===== src/rtl/jpeg_rle_pkg.sv =====
// Shared types and constants for the JPEG zero-run-length symbol encoder.
package jpeg_rle_pkg;

  typedef enum logic [1:0] {
    ACCEPT   = 2'd0,
    EMIT_ZRL = 2'd1,
    EMIT_SYM = 2'd2,
    EMIT_EOB = 2'd3
  } rle_state_e;

  localparam logic [3:0] ZRL_RUN = 4'd15;
  localparam int         BLK_LEN = 64;

  // Internal symbol fields are wide enough for any supported SW/AW; the top narrows them.
  localparam int RLE_SW = 8;
  localparam int RLE_AW = 16;

  typedef struct packed {
    logic [3:0]        run;
    logic [RLE_SW-1:0] size;
    logic [RLE_AW-1:0] amp;
    logic              dc;
    logic              eob;
  } rle_sym_t;

endpackage


===== src/rtl/jpeg_size_cat.sv =====
// Combinational JPEG magnitude category: signed value -> {size, amplitude bits}.
module jpeg_size_cat #(
  parameter int VW = 12,
  parameter int SW = 4,
  parameter int AW = 12
) (
  input  logic [VW-1:0] val,
  output logic [SW-1:0] size,
  output logic [AW-1:0] amp
);

  localparam int MW = (VW < AW) ? VW : AW;

  logic [VW-1:0] mag;
  logic [VW-1:0] amp_full;

  // Negative values use the one's-complement amplitude (v-1), masked to size bits.
  always_comb begin
    mag      = val[VW-1] ? (~val + VW'(1)) : val;
    amp_full = val[VW-1] ? (val - VW'(1))  : val;
    size     = '0;
    for (int i = 0; i < VW; i++) begin
      if (mag[i]) size = SW'(i + 1);
    end
    amp = '0;
    for (int i = 0; i < MW; i++) begin
      if (i < int'(size)) amp[i] = amp_full[i];
    end
  end

endmodule


===== src/rtl/jpeg_zrl_encoder.sv =====
// Run-length symbol encoder (DC, RUN/SIZE/AMP, ZRL, EOB) with a one-symbol output register.
// Optional feature macro: JPEG_RLE_DC_DIFF_EN (DC encoded as difference to previous block DC).
module jpeg_zrl_encoder
  import jpeg_rle_pkg::*;
#(
  parameter int CW = 12,
  parameter int SW = 4,
  parameter int AW = 12
) (
  input  logic                 clk,
  input  logic                 rst,
  input  logic                 coef_valid,
  output logic                 coef_ready,
  input  logic signed [CW-1:0] coef_data,
  output logic                 sym_valid,
  input  logic                 sym_ready,
  output logic [3:0]           sym_run,
  output logic [SW-1:0]        sym_size,
  output logic [AW-1:0]        sym_amp,
  output logic                 sym_dc,
  output logic                 sym_eob
);

  rle_state_e state_q, state_d;
  logic [5:0] idx_q, idx_d;
  logic [5:0] run_q, run_d;
  logic [1:0] zrl_q, zrl_d;
  rle_sym_t   sym_q, sym_d;
  rle_sym_t   lat_q, lat_d;
  logic       sym_valid_q, sym_valid_d;

  logic       load_ok;
  logic       fire;
  logic [SW-1:0] cat_size;
  logic [AW-1:0] cat_amp;
  rle_sym_t   ac_sym, zrl_sym, eob_sym;

`ifdef JPEG_RLE_DC_DIFF_EN
  localparam int VW = CW + 1;
  logic [CW-1:0] prev_dc_q, prev_dc_d;
  logic [VW-1:0] dc_ref;
  logic [VW-1:0] cat_val;
  assign dc_ref  = (idx_q == 6'd0) ? {prev_dc_q[CW-1], prev_dc_q} : '0;
  assign cat_val = {coef_data[CW-1], coef_data} - dc_ref;

  always_comb begin
    prev_dc_d = prev_dc_q;
    if (fire && (idx_q == 6'd0)) prev_dc_d = coef_data;
  end

  always_ff @(posedge clk or posedge rst) begin
    if (rst) prev_dc_q <= '0;
    else     prev_dc_q <= prev_dc_d;
  end
`else
  localparam int VW = CW;
  logic [VW-1:0] cat_val;
  assign cat_val = coef_data;
`endif

  jpeg_size_cat #(.VW(VW), .SW(SW), .AW(AW)) u_size_cat (
    .val  (cat_val),
    .size (cat_size),
    .amp  (cat_amp)
  );

  assign load_ok    = !sym_valid_q || sym_ready;
  assign coef_ready = !rst && (state_q == ACCEPT) && load_ok;
  assign fire       = coef_valid && coef_ready;

  always_comb begin
    state_d     = state_q;
    idx_d       = idx_q;
    run_d       = run_q;
    zrl_d       = zrl_q;
    lat_d       = lat_q;
    sym_d       = sym_q;
    sym_valid_d = sym_valid_q && !sym_ready;

    ac_sym      = '0;
    ac_sym.run  = run_q[3:0];
    ac_sym.size = RLE_SW'(cat_size);
    ac_sym.amp  = RLE_AW'(cat_amp);
    zrl_sym     = '0;
    zrl_sym.run = ZRL_RUN;
    eob_sym     = '0;
    eob_sym.eob = 1'b1;

    case (state_q)
      ACCEPT: begin
        if (fire) begin
          idx_d = idx_q + 6'd1;
          if (idx_q == 6'd0) begin
            sym_d       = ac_sym;
            sym_d.run   = 4'd0;
            sym_d.dc    = 1'b1;
            sym_valid_d = 1'b1;
            run_d       = 6'd0;
          end else if (coef_data == '0) begin
            run_d = run_q + 6'd1;
            if (idx_q == 6'(BLK_LEN - 1)) state_d = EMIT_EOB;
          end else if (run_q < 6'd16) begin
            sym_d       = ac_sym;
            sym_valid_d = 1'b1;
            run_d       = 6'd0;
          end else begin
            // The slot is free now, so the first ZRL goes out with the accept itself.
            lat_d       = ac_sym;
            sym_d       = zrl_sym;
            sym_valid_d = 1'b1;
            zrl_d       = run_q[5:4] - 2'd1;
            run_d       = {2'b00, run_q[3:0]};
            state_d     = (run_q[5:4] == 2'd1) ? EMIT_SYM : EMIT_ZRL;
          end
        end
      end
      EMIT_ZRL: begin
        if (load_ok) begin
          sym_d       = zrl_sym;
          sym_valid_d = 1'b1;
          zrl_d       = zrl_q - 2'd1;
          if (zrl_q == 2'd1) state_d = EMIT_SYM;
        end
      end
      EMIT_SYM: begin
        if (load_ok) begin
          sym_d       = lat_q;
          sym_valid_d = 1'b1;
          run_d       = 6'd0;
          state_d     = ACCEPT;
        end
      end
      EMIT_EOB: begin
        if (load_ok) begin
          sym_d       = eob_sym;
          sym_valid_d = 1'b1;
          run_d       = 6'd0;
          state_d     = ACCEPT;
        end
      end
      default: begin
        state_d = ACCEPT;
      end
    endcase
  end

  always_ff @(posedge clk or posedge rst) begin
    if (rst) begin
      state_q     <= ACCEPT;
      idx_q       <= 6'd0;
      run_q       <= 6'd0;
      zrl_q       <= 2'd0;
      lat_q       <= '0;
      sym_q       <= '0;
      sym_valid_q <= 1'b0;
    end else begin
      state_q     <= state_d;
      idx_q       <= idx_d;
      run_q       <= run_d;
      zrl_q       <= zrl_d;
      lat_q       <= lat_d;
      sym_q       <= sym_d;
      sym_valid_q <= sym_valid_d;
    end
  end

  assign sym_valid = sym_valid_q;
  assign sym_run   = sym_q.run;
  assign sym_size  = SW'(sym_q.size);
  assign sym_amp   = AW'(sym_q.amp);
  assign sym_dc    = sym_q.dc;
  assign sym_eob   = sym_q.eob;

endmodule

===== config.mk =====
export PLATFORM = sky130hd
export DESIGN_NAME = jpeg_zrl_encoder
export DESIGN_NICKNAME = d
export VERILOG_FILES = /design/src/rtl/jpeg_rle_pkg.sv /design/src/rtl/jpeg_size_cat.sv /design/src/rtl/jpeg_zrl_encoder.sv
export SDC_FILE = /design/constraint.sdc
export NUM_CORES = 1
export LEC_CHECK = 0
export CORE_MARGIN = 3
export CORE_UTILIZATION = 30
export CTS_CLUSTER_DIAMETER = 100
export CTS_CLUSTER_SIZE = 28
export DETAILED_ROUTE_END_ITERATION = 7
export PLACE_DENSITY = 0.51
export SETUP_SLACK_MARGIN = 0.2
export SLEW_MARGIN = 20
export SYNTH_ARGS = -nofsm -noshare
export SYNTH_HDL_FRONTEND = slang
export SYNTH_SLANG_ARGS = --single-unit

===== constraint.sdc =====
create_clock -name clk -period 4.5 [get_ports clk]
set_clock_uncertainty 0.2 [all_clocks]
set_input_delay 0.675 -clock clk [delete_from_list [all_inputs] [get_ports clk]]
set_output_delay 0.675 -clock clk [all_outputs]
set_load 0.01 [all_outputs]

==> key figures <==
Placement
  • Place WS: 661 ps
  • Post-DP HPWL: 6640 um
  • GP Congestion: 0.797
  • PortBufs: 39

Synthesis
  • Post-synthesis area per instance: 8.65 um^2
  • Synth Register Bits: 59
  • Number of enable flip-flop cells after synthesis: 0
  • Synth async-reset ratio: 100%
  • Syn. warnings: 0
  • Area contributors post-synth: dfrtp_1, nand2_1, a21oi_1, nor2_1, o21ai_0
  • Fraction of the yosys area taken by sequential cells: 39.5%
  • Commonest cells in the netlist: dfrtp_1, nand2_1, nor2_1, a21oi_1, o21ai_0
  • Synth Instances: 432
  • Yosys top cell area share: 39.5%
  • Area leader, netlist: dfrtp_1
  • Ys flop type: dfrtp_1
  • Count leader, synth: dfrtp_1
  • Yosys cell types: 61
  • Synthesized area: 0.00374 mm^2
  • Net Count, Synth: 455

Drt
  • First DRT Iteration DRCs: 201
  • Post-Route WL: 9530 um
  • Drc violations: 0
  • Pre-antenna DRT Iters: 4
  • WL per Instance: 15.0 um
  • Vias post-DR: 3,231
  • Final antenna-violating net count: 0
  • Via density per instance: 5.10

STA
  • Final Worst Setup Slack: 1000 ps
  • Min Tclk post-route: 3500 ps
  • Final period util: 77.8%
  • Max Clk Rate: 286 MHz
  • Headroom to the max-slew limit: 28.3%
  • Hold Vio Cnt, Final: 0
  • RSZ-0062 raised after global routing: no
  • Slew Viols, Final: 0
  • Post-route setup TNS: 0 ps
  • Slew at the pin closest to its max-slew limit: 1060 ps
  • Setup violators final: 0

Job
  • Max-cap violations: 0

Setup path
  • CP Class: input pin to flop
  • Stages on worst setup path: 11
  • Worst Setup Start Kind: input pin
  • Reg2reg start: state_q[1]$_DFFE_PP0P_
  • Crit path from: coef_data[0]
  • Crit path max fanout: 12
  • CP arrival: 3470 ps
  • Largest delay share family, worst path: buffers and inverters
  • CP Capture Type: flop
  • Peak per-stage delay on the critical path: 640 ps
  • Critical Path Sink: sym_amp[0]$_DFFE_PP0P_
  • R2r worst-path depth: 8
  • Worst path slowest cell: clkdlybuf4s50_1
  • Critical Path, Cell by Cell: clkdlybuf4s50_1, inv_1, ha_1, buf_4, nor2_1, a32oi_1, mux2i_1, a2bb2oi_4, or4b_4, a21oi_2, a31oi_1
  • Reg2reg end: sym_amp[8]$_DFFE_PP0P_
  • Crit path buf inv count: 3
  • R2R Setup Slk: 1520 ps
  • Req. time, crit path: 4470 ps

Clocking
  • Clock root buffer: clkbuf_16
  • Postcts setup bufs: 0
  • Inserted Clock Buffers: 9
  • H-tree depth: 3
  • Clk buf depth: 2
  • Skew-Pair Late Insertion Delay: 330 ps
  • CTS tree: yes
  • Clock Sinks: 59
  • Clock slew at reported path FFs: 50 ps
  • CTS resizes: 0
  • Hold-fix buffers at CTS: 0

Floorplan
  • Core Rows: 40
  • IO Count: 40
  • Die width: 118 um
  • Die footprint: 0.0138 mm^2
  • Die height: 118 um
  • Core ar.: 0.0121 mm^2
  • Starting Density: 30.9%

Finish
  • Layout cells sized above 1: 12.4%
  • Area grow syn2layout: 23.4%
  • Final net count: 484
  • Ant diodes: 0

Power and ir drop
  • Peak supply drop: 234 uV
  • NetSw: 934 uW
  • Switching Fraction: 35.5%
  • Sequential Power Share: 32.5%
  • Internal power: 1700 uW
  • Cell Pwr Density: 570 mW/mm^2
  • Clock Power Share: 30.5%
  • Comb power frac: 37.0%
  • Leak: 0.00189 uW

Outcome
  • Status: finished, final reports clean

Global route
  • Vias in the first global route: 3,092
  • Initial antenna violation count: 0
  • Largest net degree at the start of global routing: 60
  • GRT Total Usage: 13.9%
  • First-pass GRT wire length: 15,900 um
  • Total gr overflow: 0

Hold path
  • HP Class: flop to flop
  • Worst hold path stage count: 2
area by class of cell:
cell class | instances | area (um^2)
tap | 168 | 210
sequential | 59 | 1480
timing repair buffer | 50 | 473
clock buffer | 9 | 225
clock inverter | 7 | 124
multi-input combinational | 330 | 2060
fill | 1262 | 7500
inverter | 11 | 41.3
power groups by stage:
stage               clock, uW  combinational, uW  sequential (uW)
detailed placement          0                986              866
CTS                       810                992              858
floorplan                   0                601              852
global route              840               1090              880
finish                    802                974              856
global placement            0                980              860
how the worst min path moves through the flow:
stage / from / endpoint / slack, ps
6_report: lat_q[8]$_DFFE_PP0P_ / lat_q[8]$_DFFE_PP0P_ / 270
5_1_grt: lat_q[21]$_DFFE_PP0P_ / lat_q[21]$_DFFE_PP0P_ / 300
4_1_cts: lat_q[8]$_DFFE_PP0P_ / lat_q[8]$_DFFE_PP0P_ / 270
3_5_place_dp: lat_q[8]$_DFFE_PP0P_ / lat_q[8]$_DFFE_PP0P_ / 260
3_3_place_gp: sym_amp[11]$_DFFE_PP0P_ / sym_amp[11]$_DFFE_PP0P_ / 250
2_1_floorplan: lat_q[6]$_DFFE_PP0P_ / lat_q[6]$_DFFE_PP0P_ / 240
layout by cell type, fill, tap and decap left out, types with 8 or more instances in the layout:
master	instances
o31ai_1	11
nand3_1	20
o21ai_0	26
nand4_1	8
nand2_1	58
clkdlybuf4s50_1	39
buf_4	11
nand2b_1	9
inv_1	10
nor2_1	37
xnor2_1	13
mux2_2	11
clkbuf_16	9
a21oi_1	35
dfrtp_1	59
nor3_1	8
stage by stage:
step / total power (uW) / instance area (um^2) / hold slack [ps] / util (%) / std cells
global placement: 1840 / 4270 / 254 / 35.2 / 618
floorplan: 1450 / 3740 / 240 / - / 432
global route: 2810 / 4610 / 300 / 38.1 / 634
CTS: 2660 / 4610 / 275 / 38.1 / 634
finish: 2630 / 4610 / 268 / 38.1 / 634
detailed placement: 1850 / 4270 / 263 / 35.2 / 618
flip-flops by register name, summed over array words and instances, names as in the netlist:
register   cells
lat_q         20
sym_amp       12
idx_q          6
run_q          6
sym_run        4
sym_size       4
state_q        2
zrl_q          2
sym_dc         1
sym_eob        1
sym_valid      1
routing by layer:
metal	track usage, %	wire length (um)	vias up
li1	-	-	1610
met1	19.3	4560	1550
met4	4.84	108	0
met3	2.02	324	8
met2	22.3	4540	63
met5	0	0	-
tightest hold or removal path, delay by kind of cell (launching register included):
family           cells  cell delay [ps]
AO/OA/AOI/OAI        1               50
flip-flops           1              330
AND/OR/NAND/NOR      1               50
cells by family after synthesis:
family          after synthesis  synth area share [%]
buf+inv                      43                  5.39
fa+ha+maj                     7                  2.34
compound gates              115                  20.7
flops                        59                  39.5
xor+xnor                     17                  3.98
mux                          12                  3.58
simple gates                179                  24.5
No activity file was read; power rests on OpenSTA's default activity.
